===== src/rtl/seg7_pkg.sv =====
// Shared types and segment constants for the 7-segment display path.
// Segment vectors are ordered {g,f,e,d,c,b,a} and are active-low (0 = lit).
package seg7_pkg;

    typedef enum logic {
        BLANK = 1'b0,
        SHOW  = 1'b1
    } scan_state_t;

    localparam logic [6:0] SEG_OFF  = 7'h7F;
    localparam logic [6:0] SEG_DASH = 7'h3F;

    localparam logic [6:0] SEG_0 = 7'h40;
    localparam logic [6:0] SEG_1 = 7'h79;
    localparam logic [6:0] SEG_2 = 7'h24;
    localparam logic [6:0] SEG_3 = 7'h30;
    localparam logic [6:0] SEG_4 = 7'h19;
    localparam logic [6:0] SEG_5 = 7'h12;
    localparam logic [6:0] SEG_6 = 7'h02;
    localparam logic [6:0] SEG_7 = 7'h78;
    localparam logic [6:0] SEG_8 = 7'h00;
    localparam logic [6:0] SEG_9 = 7'h10;

endpackage


===== src/rtl/seg7_decoder.sv =====
// Combinational BCD to active-low 7-segment decoder.
// Codes 10..15 are not valid BCD and light only the middle bar as an error marker.
module seg7_decoder (
    input  logic [3:0] bcd,
    output logic [6:0] seg_n
);
    import seg7_pkg::*;

    // Look up the segment pattern for one BCD digit.
    always_comb begin
        seg_n = SEG_DASH;
        case (bcd)
            4'd0:    seg_n = SEG_0;
            4'd1:    seg_n = SEG_1;
            4'd2:    seg_n = SEG_2;
            4'd3:    seg_n = SEG_3;
            4'd4:    seg_n = SEG_4;
            4'd5:    seg_n = SEG_5;
            4'd6:    seg_n = SEG_6;
            4'd7:    seg_n = SEG_7;
            4'd8:    seg_n = SEG_8;
            4'd9:    seg_n = SEG_9;
            default: seg_n = SEG_DASH;
        endcase
    end

endmodule


===== src/rtl/seg7_scan_mux.sv =====
// Time-multiplexed common-anode 7-segment driver.
// Each rising edge of scan_in advances to the next digit, with an optional
// dark gap between digits to suppress ghosting. All outputs are registered
// from next-state values so they switch on the same edge as the scan FSM.
module seg7_scan_mux #(
    parameter int N_DIGITS     = 4,
    parameter int BLANK_CYCLES = 8
) (
    input  logic                        clk,
    input  logic                        rst_n,
    input  logic                        scan_in,
    input  logic                        load,
    input  logic [4*N_DIGITS-1:0]       digits_in,
    input  logic [N_DIGITS-1:0]         dp_in,
    input  logic                        blank_lz,
    output logic [N_DIGITS-1:0]         an_n,
    output logic [6:0]                  seg_n,
    output logic                        dp_n,
    output logic [$clog2(N_DIGITS)-1:0] digit_idx
);
    import seg7_pkg::*;

    localparam int IDX_W = $clog2(N_DIGITS);
    localparam int CNT_W = (BLANK_CYCLES > 1) ? $clog2(BLANK_CYCLES) : 1;
    localparam logic [CNT_W-1:0]    BLANK_LOAD    = CNT_W'((BLANK_CYCLES > 0) ? BLANK_CYCLES - 1 : 0);
    localparam logic [IDX_W-1:0]    LAST_IDX      = IDX_W'(N_DIGITS - 1);
    localparam logic [N_DIGITS-1:0] DIGIT0_ONEHOT = N_DIGITS'(1);

    scan_state_t           state_q, state_d;
    logic [CNT_W-1:0]      blank_cnt_q, blank_cnt_d;
    logic [IDX_W-1:0]      digit_idx_q, digit_idx_d;
    logic                  scan_q, scan_d;
    logic [4*N_DIGITS-1:0] sh_dig_q, sh_dig_d;
    logic [N_DIGITS-1:0]   sh_dp_q, sh_dp_d;
    logic [N_DIGITS-1:0]   an_n_q, an_n_d;
    logic [6:0]            seg_n_q, seg_n_d;
    logic                  dp_n_q, dp_n_d;

    logic                  rise;
    logic [3:0]            dig_nib [N_DIGITS];
    logic [N_DIGITS-1:0]   lz_blank;
    logic [6:0]            dec_seg_n;

    // Split the next shadow value into digits and work out which digits are
    // leading zeros. Digit 0 always shows so a value of zero still reads "0".
    for (genvar gi = 0; gi < N_DIGITS; gi++) begin : g_digit
        assign dig_nib[gi] = sh_dig_d[4*gi +: 4];
        if (gi == 0) begin : g_lsd
            assign lz_blank[gi] = 1'b0;
        end else begin : g_upper
            assign lz_blank[gi] = blank_lz & ~(|sh_dig_d[4*N_DIGITS-1:4*gi]);
        end
    end

    seg7_decoder u_decoder (
        .bcd   (dig_nib[digit_idx_d]),
        .seg_n (dec_seg_n)
    );

    // Scan edge detection, shadow capture and BLANK/SHOW sequencing.
    always_comb begin
        scan_d      = scan_in;
        rise        = scan_in & ~scan_q;
        sh_dig_d    = load ? digits_in : sh_dig_q;
        sh_dp_d     = load ? dp_in : sh_dp_q;
        state_d     = state_q;
        blank_cnt_d = blank_cnt_q;
        digit_idx_d = digit_idx_q;
        case (state_q)
            SHOW: begin
                if (rise) begin
                    digit_idx_d = (digit_idx_q == LAST_IDX) ? '0 : digit_idx_q + 1'b1;
                    if (BLANK_CYCLES > 0) begin
                        state_d     = BLANK;
                        blank_cnt_d = BLANK_LOAD;
                    end
                end
            end
            BLANK: begin
                // A rise here is dropped on purpose: queuing it would skip a digit.
                if (blank_cnt_q == '0) begin
                    state_d = SHOW;
                end else begin
                    blank_cnt_d = blank_cnt_q - 1'b1;
                end
            end
            default: state_d = BLANK;
        endcase
    end

    // Output drive for the coming cycle, based on next state and next shadow.
    always_comb begin
        an_n_d  = '1;
        seg_n_d = SEG_OFF;
        dp_n_d  = 1'b1;
        if (state_d == SHOW && !lz_blank[digit_idx_d]) begin
            an_n_d  = ~(DIGIT0_ONEHOT << digit_idx_d);
            seg_n_d = dec_seg_n;
            dp_n_d  = ~sh_dp_d[digit_idx_d];
        end
    end

    // State and output registers; reset darkens the display at once.
    always_ff @(posedge clk or negedge rst_n) begin
        if (!rst_n) begin
            state_q     <= BLANK;
            blank_cnt_q <= '0;
            digit_idx_q <= '0;
            scan_q      <= 1'b1;
            sh_dig_q    <= '0;
            sh_dp_q     <= '0;
            an_n_q      <= '1;
            seg_n_q     <= SEG_OFF;
            dp_n_q      <= 1'b1;
        end else begin
            state_q     <= state_d;
            blank_cnt_q <= blank_cnt_d;
            digit_idx_q <= digit_idx_d;
            scan_q      <= scan_d;
            sh_dig_q    <= sh_dig_d;
            sh_dp_q     <= sh_dp_d;
            an_n_q      <= an_n_d;
            seg_n_q     <= seg_n_d;
            dp_n_q      <= dp_n_d;
        end
    end

    assign an_n      = an_n_q;
    assign seg_n     = seg_n_q;
    assign dp_n      = dp_n_q;
    assign digit_idx = digit_idx_q;

endmodule


===== config.mk =====
export PLATFORM = sky130hd
export DESIGN_NAME = seg7_scan_mux
export DESIGN_NICKNAME = d
export VERILOG_FILES = /design/src/rtl/seg7_pkg.sv /design/src/rtl/seg7_decoder.sv /design/src/rtl/seg7_scan_mux.sv
export SDC_FILE = /design/constraint.sdc
export NUM_CORES = 1
export LEC_CHECK = 0
export ABC_CLOCK_PERIOD_IN_PS = 7000
export CORE_AREA = 5 5 77 79
export DETAILED_ROUTE_END_ITERATION = 8
export DIE_AREA = 0 0 82 84
export GPL_TIMING_DRIVEN = 0
export SYNTH_ARGS = -nofsm -noshare
export SYNTH_HDL_FRONTEND = slang
export SYNTH_HIERARCHICAL = 1
export SYNTH_SLANG_ARGS = --single-unit

===== constraint.sdc =====
create_clock -name clk -period 7 [get_ports clk]
set_input_delay 0.7 -clock clk [delete_from_list [all_inputs] [get_ports clk]]
set_output_delay 0.7 -clock clk [all_outputs]
set_load 0.01 [all_outputs]

After elaboration in Yosys (flattened, before gate mapping)
Memory sizes are Yosys's and may differ from the RTL's.
Index checks and enable logic that the tools add are counted.
Widths: inputs -> output; s select.
{ "totals": {"ramBits": 0, "n_memories": 1, "regBits": 39, "mem_bits_ro": 112, "output_inout_bits": 14, "elab_cells": 58, "latchBits": 0} }
{ "mem_list": {"columns": ["name", "depth", "word_bits", "read_ports", "rd_clocked_by_memory_dff", "write_ports", "line", "text"], "rows": [
  ["(name not given)", 16, 7, 1, 0, 0, "seg7_decoder.sv:12", "case (bcd)"]
]} }
{ "classes": {"div": 0, "bitwise_logic": 12, "n_mul": 0, "n_shift": 1, "reduce_logical": 7, "order_cmp": 2, "n_mux": 21, "eq_ne": 3, "add_sub_neg": 2} }
{ "op_table": {"columns": ["cell", "count"], "rows": [
  ["$mux 16", 1],
  ["$mux 4", 4],
  ["$reduce_or 12->1", 1],
  ["$bmux 4 s2", 1],
  ["$reduce_or 8->1", 1],
  ["$mux 7", 1],
  ["$mux 2", 3],
  ["$mux 3", 2],
  ["$not 1->1", 6],
  ["$pmux 3 s2", 1],
  ["$mux 1", 5],
  ["$and 1x1->1", 4],
  ["$bmux 1 s2", 2],
  ["$not 4->4", 1],
  ["$reduce_or 4->1", 1],
  ["$shl 1x2->4 const A", 1],
  ["$ge 3x3->1 const B", 1],
  ["$logic_not 3->1", 1],
  ["$lt 2x3->1 const B", 1],
  ["$not 2->3", 1],
  ["$sub 3x1->3 const B", 1],
  ["$add 2x1->2 const B", 1],
  ["$eq 2x2->1 const B", 1],
  ["$ne 2x1->1 const B", 1],
  ["5 further kinds", 5]
]} }

Depth between registers and ports, before layout
An unclocked memory read counts as a cell.
{ "depth": {"ltp_word": 10, "mapped_depth": 13} }

By module
Netlist, hierarchy kept.
{ "modules_own_cells": {"columns": ["mod", "n_inst", "area_per_inst_um2", "cells_per_inst", "seq_area_each_um2"], "rows": [
  ["seg7_scan_mux", 1, 1803.0, 133, 992.2],
  ["seg7_decoder", 1, 205.2, 33, 0.0]
]} }

Least setup slack after synthesis
OpenSTA, ideal clock, no wires.
{ "synth_timing": {"path_type": "flip-flop to flip-flop", "startpoint": "reg digit_idx_q[0] (netlist: digit_idx[0])", "endpoint": "reg seg_n_q[3] (netlist: seg_n[3])", "synth_period_minus_slack_ns": 2.554, "t_required_ns": 6.900, "path_stages_with_launch": 14, "arrival_ns": 2.454, "path_buffers": 1, "path_slack_ns": 4.446, "cell_sequence": "dfrtp_1 > ha_1 > and4b_1 > a21oi_1 > buf_4 > mux2i_1 > mux2i_1 > inv_1 > ha_1 > or2_4 > a21oi_2 > nor2_1 > inv_1 > o211ai_1"} }
{ "synth_between": {"elab_chain_cells": 10} }
{ "synth_rtl": {"columns": ["element", "line", "text"], "rows": [
  ["start: declaration", "seg7_scan_mux.sv:31", "logic [IDX_W-1:0] digit_idx_q, digit_idx_d;"],
  ["start signal: assignment", "seg7_scan_mux.sv:118", "digit_idx_q <= digit_idx_d;"],
  ["$add 2x1->2 or $eq 2x2->1 (tied branches)", "seg7_scan_mux.sv:72", "digit_idx_d = (digit_idx_q == LAST_IDX) ? '0 : digit_idx_q + 1'b1;"],
  ["$mux 2", "seg7_scan_mux.sv:72", null],
  ["$mux 2", "seg7_scan_mux.sv:71", "if (rise) begin"],
  ["$mux 2 *", "seg7_scan_mux.sv:69", "case (state_q)"],
  ["$not 2->3 (implied by the code) *", "seg7_scan_mux.sv:56", ".bcd (dig_nib[digit_idx_d]),"],
  ["$bmux 4 s2 *", "seg7_scan_mux.sv:56", null],
  ["$mux 4 (implied by the code) * (2 in a row)", "seg7_scan_mux.sv:56", null],
  ["$mem_v2 16x7 *", null, null],
  ["named net dec_seg_n[3]", "seg7_scan_mux.sv:42", "logic [6:0] dec_seg_n;"],
  ["$mux 7 *", "seg7_scan_mux.sv:96", "if (state_d == SHOW && !lz_blank[digit_idx_d]) begin"],
  ["named net seg_n_d[3]", "seg7_scan_mux.sv:36", "logic [6:0] seg_n_q, seg_n_d;"],
  ["end signal: assignment", "seg7_scan_mux.sv:123", "seg_n_q <= seg_n_d;"],
  ["end: declaration", "seg7_scan_mux.sv:36", null]
]} }
Mark *: on every way through the listed nets, which the timed path passes. The rest lies on a longest branch. The select of a mux whose other input is x is not followed.
A chain may end at the register's enable or synchronous reset.

Worst setup path after layout
{ "layout_timing": {"startpoint": "in load", "endpoint": "reg seg_n_q[5] (netlist: seg_n[5])"} }
{ "layout_rtl": {"columns": ["element", "line", "text"], "rows": [
  ["start: declaration", "seg7_scan_mux.sv:12", "input logic load,"],
  ["$mux 16", "seg7_scan_mux.sv:64", "sh_dig_d = load ? digits_in : sh_dig_q;"],
  ["named net sh_dig_d[1]", "seg7_scan_mux.sv:33", "logic [4*N_DIGITS-1:0] sh_dig_q, sh_dig_d;"],
  ["$bmux 4 s2", "seg7_scan_mux.sv:56", null],
  ["$mux 4 (implied by the code) (2 in a row)", "seg7_scan_mux.sv:56", null],
  ["$mem_v2 16x7", null, null],
  ["named net dec_seg_n[5]", "seg7_scan_mux.sv:42", null],
  ["$mux 7", "seg7_scan_mux.sv:96", null],
  ["named net seg_n_d[5]", "seg7_scan_mux.sv:36", null]
]} }
The timed path passes the listed nets, and every way through them passes these cells. The select of a mux whose other input is x is not followed.

==> results.md <==
- Outcome: finished clean
- DR DRC count: 0
- Post-DP HPWL: 3100 um
- Mapped Nets: 199
- DRT Pass-1 Iters: 4
- Placement Rows: 27
- Clk pin slew, worst setup/hold paths: ~0.070 ns
- Avg Inst Size Synth: 12.1 um^2
- Fin crit period: between 3 and 4 ns
- Count of cell types in the netlist: 39
- VDD IR max: 0.182 mV
- EDFF count, synth: 0
- Die Area: 0.00689 mm^2
- Clock Latency Late Sink: 0.29 ns
- DP Area: 0.00247 mm^2
- CP Capture Type: register
- Final worst slack: around 3.9 ns
- Worst-path fanout max: 10
- Worst Path Required: ~7.2 ns
- Crit path DAT: ~3.3 ns
- CTS buffer count: 5
- Initial core utilization: 0.381
- Power density cells: 363 mW/mm^2
- Fillers: between 400 and 500
- Final period util: 0.442
- Syn Inst Count: 166
- First DRT Iteration DRCs: 67
- LEAKAGE: roughly 1.1 nW
- # Post-CTS Setup Buffers: 0
- CTS sink count: 39
- Nets: 244
- Fmax: approximately 0.32 GHz
- GR Overflow Total: 0
- Maxcap violations: 0
- # diodes: 0
- Final wirelength: 4110 um
- Worst Reg-to-Reg Cells: 13
- Worst Skew: between 0.01 and 0.015 ns
- IO Port Bufs: 38
- Slew at the pin closest to its max-slew limit: 0.840 ns
- Dpl ws: approximately 3.6 ns
- RePlAce Congestion: 0.797
- Flops & latches, synth: 39
- Setup TNS: 0 ns
- Slew HR: 0.440
- Post_cts resized: 0
- Area growth syn-to-layout: 27.2%
- CTS H-tree lvls: 2
- Count of final setup violators: 0
- Worst hold path cell count: 2
- Setup crit start kind: input pin
- RSZ-0062 raised after global routing: false
- Design Area, Final: 0.00255 mm^2
- Vias in the first global route: 1484
- CTS tree: built
- Hold Path Class: register to register
- Max-slew violation count: 0
- First-pass GRT wire length: 7040 um
- Pin count of the biggest net entering global routing: 40
- Post-synth top flop: dfrtp_1
- Root buf cell: clkbuf_8
- Gr usage total: 0.133
- Share of cells above drive strength 1: 0.250
- Async SR Flop Fraction: 1.00
- Crit Path Class: input pin to register
- Via density: 4.89
- Post-route ant nets: 0
- Final hold vios: 0
- Die H: 84 um
- Post-Syn Area: 0.00201 mm^2
- Routed length per instance: roughly 14 um
- PnR Total Power: 927 uW
- Yosys warnings: 6
- Ports: 39
- CTS Hold Buffers Added: 0
- Core area: approximately 0.0053 mm^2
- Die width: 82 um
- Vias: 1390
- Clock buffer depth: 2
- Antenna violations before repair: 0
- Post-synthesis sequential area ratio: 0.494
[path summary, 6_finish.rpt]
path	startpoint	end	slack, ns
max reg2reg	digit_idx[0]	seg_n[3]	4.12
max	load	seg_n[5]	3.90
min in group asynchronous	rst_n	sh_dig_q[9]	0.51
min	sh_dp_q[2]	sh_dp_q[2]	0.49
min reg2reg	sh_dp_q[2]	sh_dp_q[2]	0.49
max in group asynchronous	rst_n	sh_dig_q[15]	5.95
[Yosys cell counts (2+ instances only)]
cell type | number | area [um^2]
a211oi_1 | 5 | 37.5
mux2i_1 | 15 | 150
mux2_2 | 16 | 180
inv_2 | 2 | 7.51
a21oi_1 | 6 | 30.0
nand2_1 | 7 | 26.3
dfrtp_1 | 26 | 651
ha_1 | 8 | 100
buf_2 | 2 | 10.0
nor2_1 | 8 | 30.0
inv_1 | 14 | 52.6
o211ai_1 | 8 | 60.1
nand3_1 | 2 | 10.0
buf_6 | 2 | 22.5
nor2b_1 | 2 | 12.5
mux2_4 | 2 | 30.0
o21ai_0 | 5 | 25.0
nand2b_1 | 2 | 12.5
a21oi_2 | 2 | 17.5
dfstp_2 | 13 | 342
[logic make-up (layout without fill, tap and decap cells)]
group | after synthesis | after routing | synth area share
flip-flops | 39 | 39 | 0.494
multiplexers | 34 | 34 | 0.191
AND/OR/NAND/NOR | 33 | 33 | 0.103
AO/OA/AOI/OAI | 30 | 30 | 0.110
buffers and inverters | 22 | 68 | 0.0517
adder cells (fa/ha/maj) | 8 | 8 | 0.0498
[cell usage in the layout (no fill, tap or decap), drive strengths merged]
cell type      instances
dfstp                 13
nand3b                 1
clkbuf                 8
clkinv                 1
and4b                  1
nor2                   8
dfrtp                 26
o221ai                 1
o311ai                 1
a211oi                 5
or2b                   1
nor4                   2
and3                   1
mux2i                 16
ha                     8
mux2                  18
or2                    1
buf                    6
o2111ai                1
nand2b                 2
o211ai                 8
o21ai                  5
a21oi                  8
nand3                  2
and2                   1
or3                    1
nand4                  1
a22oi                  1
nor4b                  1
nand2                  7
nor2b                  2
inv                   16
clkdlybuf4s50         37
or3b                   1
[cell type report]
| class | instances | area, um^2 | area share |
|---|---|---|---|
| Buffer | 6 | 43.8 | 0.0171 |
| Inverter | 16 | 60.1 | 0.0235 |
| Multi-Input combinational cell | 105 | 912 | 0.357 |
| Sequential cell | 39 | 992 | 0.388 |
| Tap cell | 72 | 90.1 | 0.0353 |
| Timing Repair Buffer | 38 | 375 | 0.147 |
| Clock buffer | 7 | 76.3 | 0.0299 |
| Clock inverter | 1 | 5.00 | 0.00196 |
[layer usage]
layer | part of all wire | GRT usage | vias up
met3 | 0.054 | 0.0400 | 6
met5 | 0 | 0 | -
li1 | - | - | 676
met2 | 0.50 | 0.213 | 30
met4 | 0.017 | 0.0498 | 0
met1 | 0.43 | 0.165 | 678
[worst max-delay path: stages]
cell and delay [ns]:
clkdlybuf4s50_1 0.54, buf_6 0.17, buf_2 0.27, mux2_2 0.39, mux2i_1 0.22, mux2i_1 0.21
ha_1 0.24, or2b_1 0.22, a21oi_1 0.15, nor2_1 0.06, inv_1 0.05, o211ai_1 0.08
[metrics by stage]
step	utilization	hold WS, ns	std cells
2_1_floorplan	-	0.404	166
5_1_grt	0.485	0.510	284
3_5_place_dp	0.469	0.476	276
6_report	0.485	0.489	284
3_3_place_gp	0.470	0.470	276
4_1_cts	0.485	0.492	284
[flip-flops by register name, summed over array words and instances (netlist names)]
name / count
an_n: 4
blank_cnt_q: 3
digit_idx: 2
dp_n: 1
scan_q: 1
seg_n: 7
sh_dig_q: 16
sh_dp_q: 4
state_q: 1
[power by group]
group | internal, mW | switching [mW]
logic | 0.211 | 0.252
clock network | 0.0699 | 0.0749
registers | 0.292 | 0.0268
total | 0.574 | 0.354
(Power assumes the default switching activity.)
==> edit 1, RTL diff (config.mk and constraints unchanged) <==
The parameter `N_DIGITS` goes from 4 to 8.
--- a/src/rtl/seg7_scan_mux.sv
+++ b/src/rtl/seg7_scan_mux.sv
@@ -3,7 +3,7 @@
 // dark gap between digits to suppress ghosting. All outputs are registered
 // from next-state values so they switch on the same edge as the scan FSM.
 module seg7_scan_mux #(
-    parameter int N_DIGITS     = 4,
+    parameter int N_DIGITS     = 8,
     parameter int BLANK_CYCLES = 8
 ) (
     input  logic                        clk,
Interface: changed (resized an_n, digit_idx, digits_in and dp_in); port bits go from 39 to 64. No check against the original RTL was run, so the function may have changed too.
==> edit 1 against the original RTL <==
Sequential power increased by 55%. Global-route usage increased by 9.8 points. Power increased by 68%. Critical path type unchanged. Hold slack got worse by 110 ps. Area after synthesis increased by 61%. First-iteration DRC count increased by 64%. Maximum frequency decreased by 23%. Setup slack got worse by 910 ps. Sequential cell count increased by 25. Core utilization increased by 30 points. Wire length increased by 75%. Cell area increased by 63%.
==> edit 1: results (changes against the original RTL) <==
### Yosys
* **net count of the mapped netlist** 324, was 199
* **Synth cell types** 47, was 39
* **Synth Area in Compound Gates** 0.0776, was 0.110
* **number of instances in the synthesized netlist** 270, was 166
* **sequential area share after synthesis** 0.501, was 0.494
* **adder-cell share of the synthesized area** 0.0348, was 0.0498
* **multiplexer area fraction after synthesis** 0.214, was 0.191
* **dominant cells by area after synthesis** dfrtp_1 (36%), mux2_2 (15%), dfstp_2 (14%), mux2i_1 (4.0%), nor2_1 (3.7%), was dfrtp_1 (32%), dfstp_2 (17%), mux2_2 (9.0%), mux2i_1 (7.5%), ha_1 (5.0%)

### Global routing
* **met1 GRT Util** 0.302, was 0.165
* **Total Routing Usage GR** 0.230, was 0.133
* **wire length of the first global-routing pass** 12000 µm, was 7040 µm
* **via count of the first global-routing pass** 2515, was 1484
* **fraction of met3 tracks used by global routing** 0.0508, was 0.0400
* **met2 Usage GRT** 0.367, was 0.213

### Pwr
* **Static Leakage** 0.00179 µW, was 0.00112 µW
* **worst IR drop on VDD** 0.291 mV, was 0.182 mV

### Cells and area
* **clock buffers** 12, was 7
* **Final non-clock buffer share** 0.172, was 0.164
* **fraction of area in multi-input gates** 0.363, was 0.357
* **filler instances** 368, was 497
* **number of nets in the final layout** 398, was 244
* **Layout Cells excl Fill** 421, was 284
* **Multi-input comb cells** 187, was 105
* **clock tree cell share of total cell area** 0.0458, was 0.0318
* **proportion of layout cells with a drive suffix above 1** 0.287, was 0.250
* **total area of sequential cells** 0.00162 mm², was 992 µm²
* **max reg flops** 32, was 16

### Routing
* **number of DRC markers in iteration 0** 110, was 67
* **WL/cell** 17.0 µm, was 14.5 µm
* **total via count in the routed design** 2326, was 1390

### Clock tree
* **clock slew at the register clock pins of the worst setup and hold paths** 60 ps
* **clock latency reported for the late side of the worst-skew pair** 340 ps, was 290 ps
* **number of buffers created by CTS** 9, was 5
* **htree depth** 3, was 2
* **# clock sinks** 64, was 39

### Worst setup path
* **Largest delay share family, worst path** simple AND/OR/NAND/NOR gates, was buffers and inverters
* **Arr. time, crit path** 4270 ps, was 3290 ps
* **depth of the worst register-to-register path** 15, was 13
* **worst reg2reg setup slack** 3430 ps, was 4120 ps
* **Critical path origin** scan_in, was load

### Timing
* **maximum operating frequency** 0.250 GHz, was 0.323 GHz
* **relative max-transition margin** 0.585, was 0.440
* **clk_skew** 6.83 ps, was 10.5 ps

### Placed design
* **pre-CTS WS** 2680 ps, was 3610 ps
* **RePlAce Congestion** 0.838, was 0.797
* **placed cell count** 405, was 276
* **Post-DP HPWL** 5340 µm, was 3100 µm

### Run status
* **result of the run** completed, unchanged

==> edit 1: cell types whose count changed in the layout (fill, tap and decap cells not counted), sizes merged, moves of 5 or more <==
cell,change
clkbuf,+5
nand2,+5
or2,+8
buf,+6
dfrtp,+21
or3,+9
nor2,+24
o311a,+6
inv,-8
clkdlybuf4s50,+24
o211ai,-7
mux2,+26
==> edit 1: power breakdown <==
part	internal (µW)	switching (µW)	total, µW
clock network	173	136	309
registers	456	36.8	493
logic	348	408	756
==> edit 1: per-stage QoR <==
stage	hold slack [ps]	power, µW	cell area, µm²
2_1_floorplan	404	1020	3240
3_3_place_gp	480	1230	3950
3_5_place_dp	491	1250	3970
4_1_cts	385	1570	4160
5_1_grt	414	1670	4160
6_report	378	1560	4160
==> edit 1: per-layer routing <==
layer / share of wire / wire length (µm)
met5: 0 / 0
met4: 0.019 / 138
met3: 0.050 / 360
met2: 0.49 / 3530
met1: 0.44 / 3150
==> edit 2, RTL diff (config.mk and constraints unchanged) <==
Made on the original files. Register the inputs `scan_in`, `load`, `digits_in`, `dp_in` and `blank_lz` before use. The logic sees them one clock later.
--- a/src/rtl/seg7_scan_mux.sv
+++ b/src/rtl/seg7_scan_mux.sv
@@ -26,6 +26,20 @@
     localparam logic [IDX_W-1:0]    LAST_IDX      = IDX_W'(N_DIGITS - 1);
     localparam logic [N_DIGITS-1:0] DIGIT0_ONEHOT = N_DIGITS'(1);
 
+    logic scan_r;
+    logic load_q;
+    logic [4*N_DIGITS-1:0] digits_q;
+    logic [N_DIGITS-1:0] dp_q;
+    logic blank_lz_q;
+
+    always_ff @(posedge clk) begin
+        scan_r     <= scan_in;
+        load_q     <= load;
+        digits_q   <= digits_in;
+        dp_q       <= dp_in;
+        blank_lz_q <= blank_lz;
+    end
+
     scan_state_t           state_q, state_d;
     logic [CNT_W-1:0]      blank_cnt_q, blank_cnt_d;
     logic [IDX_W-1:0]      digit_idx_q, digit_idx_d;
@@ -48,7 +62,7 @@
         if (gi == 0) begin : g_lsd
             assign lz_blank[gi] = 1'b0;
         end else begin : g_upper
-            assign lz_blank[gi] = blank_lz & ~(|sh_dig_d[4*N_DIGITS-1:4*gi]);
+            assign lz_blank[gi] = blank_lz_q & ~(|sh_dig_d[4*N_DIGITS-1:4*gi]);
         end
     end
 
@@ -59,10 +73,10 @@
 
     // Scan edge detection, shadow capture and BLANK/SHOW sequencing.
     always_comb begin
-        scan_d      = scan_in;
-        rise        = scan_in & ~scan_q;
-        sh_dig_d    = load ? digits_in : sh_dig_q;
-        sh_dp_d     = load ? dp_in : sh_dp_q;
+        scan_d      = scan_r;
+        rise        = scan_r & ~scan_q;
+        sh_dig_d    = load_q ? digits_q : sh_dig_q;
+        sh_dp_d     = load_q ? dp_q : sh_dp_q;
         state_d     = state_q;
         blank_cnt_d = blank_cnt_q;
         digit_idx_d = digit_idx_q;
Formal check against the unedited RTL: not equivalent (a bounded check fails within 4 cycles, from zero or initial values and one cycle with rst_n low).
==> edit 2 against the original RTL <==
Setup slack worse by 37 ps. Wire length increased by 8.7%. Sequential cell count rose by 23. Non-clock buffer count is the same. Power increased by 34%. Area after synthesis is 22% higher. Cell area grew 22%. Critical endpoint is now seg_n[4]$_DFF_PN1_. Largest cell class unchanged. Highest routed layer unchanged.
==> edit 2: results (changes against the original RTL) <==
### Yosys
* **count of synthesis-stage warnings from yosys** 6, unchanged
* **share of flip-flops with an asynchronous set or reset** 0.629, was 1.00
* **synth cell count leaders** dfrtp_1 (26), dfxtp_1 (23), mux2_2 (20), was dfrtp_1 (26), mux2_2 (16), mux2i_1 (15)
* **sequential area share after synthesis** 0.593, was 0.494
* **net count of the mapped netlist** 220, was 199
* **dominant cells by area after synthesis** dfrtp_1 (27%), dfxtp_1 (19%), dfstp_2 (14%), mux2_2 (9.2%), mux2i_1 (6.1%), was dfrtp_1 (32%), dfstp_2 (17%), mux2_2 (9.0%), mux2i_1 (7.5%), ha_1 (5.0%)
* **Synth cell types** 40, was 39

### Pwr
* **power in sequential cells** 465 µW, was 319 µW
* **clock network fraction of design power** 0.242, was 0.156
* **worst IR drop on VDD** 0.207 mV, was 0.182 mV
* **Power Internal** 832 µW, was 574 µW
* **Static Leakage** 0.00133 µW, was 0.00112 µW

### Clock tree
* **setup repair bufs after CTS** 0, unchanged
* **number of buffers created by CTS** 9, was 5
* **CTS Root Buffer Type** clkbuf_8, unchanged
* **largest buffer count on any clock path** 2, unchanged
* **htree depth** 3, was 2
* **clock latency reported for the late side of the worst-skew pair** 330 ps, was 290 ps

### Routing
* **routed length on met1** 1830 µm, was 1760 µm
* **WL/cell** 14.3 µm, was 14.5 µm
* **detailed-routing iteration count for the pre-antenna-repair pass** 4, unchanged
* **number of DRC markers in iteration 0** 51, was 67
* **detail-routed via count per cell** 4.89, about the same
* **detailed route wirelength on metal2** 2310 µm, was 2060 µm
* **detailed route wirelength on metal3** 256 µm, was 222 µm
* **DR top layer** met4, unchanged

### Global routing
* **met2 Usage GRT** 0.236, was 0.213
* **Total Routing Usage GR** 0.150, was 0.133
* **wire length of the first global-routing pass** 7710 µm, was 7040 µm
* **largest net degree at the start of global routing** 40, unchanged
* **fraction of met3 tracks used by global routing** 0.0594, was 0.0400
* **met1 GRT Util** 0.181, was 0.165
* **via count of the first global-routing pass** 1636, was 1484
* **global-route layer with the greatest usage** met2, unchanged

### Placed design
* **RePlAce Congestion** 0.840, was 0.797
* **pre-CTS WS** 3840 ps, was 3610 ps
* **Post-DP HPWL** 3360 µm, was 3100 µm

### Timing
* **clk_skew** 5.64 ps, was 10.5 ps
* **Finish-stage setup viols** 0, unchanged
* **pin slew with the least headroom to its limit** 851 ps, was 840 ps
* **Fin. Hold Viols** 0, unchanged

### Worst setup path
* **Arr. time, crit path** 3400 ps, was 3290 ps
* **Critical Path Max Stage Delay** 520 ps, was 540 ps
* **largest fanout on the critical path** 10, unchanged
* **Critical Path Slowest Stage Cell** dfstp_2, was clkdlybuf4s50_1
* **Largest delay share family, worst path** multiplexers, was buffers and inverters

### Cells and area
* **diode insertion count for antenna repair** 0, unchanged
* **number of nets in the final layout** 269, was 244
* **proportion of layout cells with a drive suffix above 1** 0.245, was 0.250

### Run status
* **result of the run** completed, unchanged

[edit 2: kinds of logic after synthesis]
family | count (synthesis) | synth area share
buffers and inverters | 16 | 0.0296
muxes | 37 | 0.168
adders and majority gates | 8 | 0.0408
and+or+nand+nor | 45 | 0.113
AOI/OAI and AO/OA | 19 | 0.0562
DFF | 62 | 0.593
[edit 2: worst paths after layout]
kind,startpoint,to,slack (ps),cells past startpoint
setup / recovery,scan_q$_DFF_PN1_,seg_n[4]$_DFF_PN1_,3870,10
hold / removal,scan_d$_DFF_P_,scan_q$_DFF_PN1_,340,0
setup reg to reg,scan_q$_DFF_PN1_,seg_n[4]$_DFF_PN1_,3870,10
hold reg to reg,scan_d$_DFF_P_,scan_q$_DFF_PN1_,340,0
max in group asynchronous,rst_n,sh_dig_q[1]$_DFF_PN0_,5990,1
min in group asynchronous,rst_n,blank_cnt_q[2]$_DFFE_PN0N_,470,1
[edit 2: metrics by stage]
step	cell area (µm²)	utilization	cells	power [µW]
finish	3110	0.590	313	1240
global route	3110	0.590	313	1330
CTS	3110	0.590	313	1260
detailed placement	2920	0.553	297	953
global placement	2920	0.554	297	930
floorplan	2450	-	187	795
[edit 2: worst reg2reg max path: cells and delay by family (launching register included)]
| kind | cells | cell delay (ps) |
|---|---|---|
| AO/OA/AOI/OAI | 1 | 180 |
| AND/OR/NAND/NOR | 3 | 530 |
| flip-flops | 1 | 520 |
| multiplexers | 3 | 1070 |
| adder cells (fa/ha/maj) | 1 | 230 |
| buffers and inverters | 2 | 540 |
[edit 2: final cells by class]
cell class,count,area (µm²)
buffer,6,32.5
clock buffer,11,131
multi-input combinational,109,926
sequential,62,1450
clock inverter,5,60.1
inverter,10,40.0
tap,72,90.1
fill,463,2160
timing repair buffer,38,375
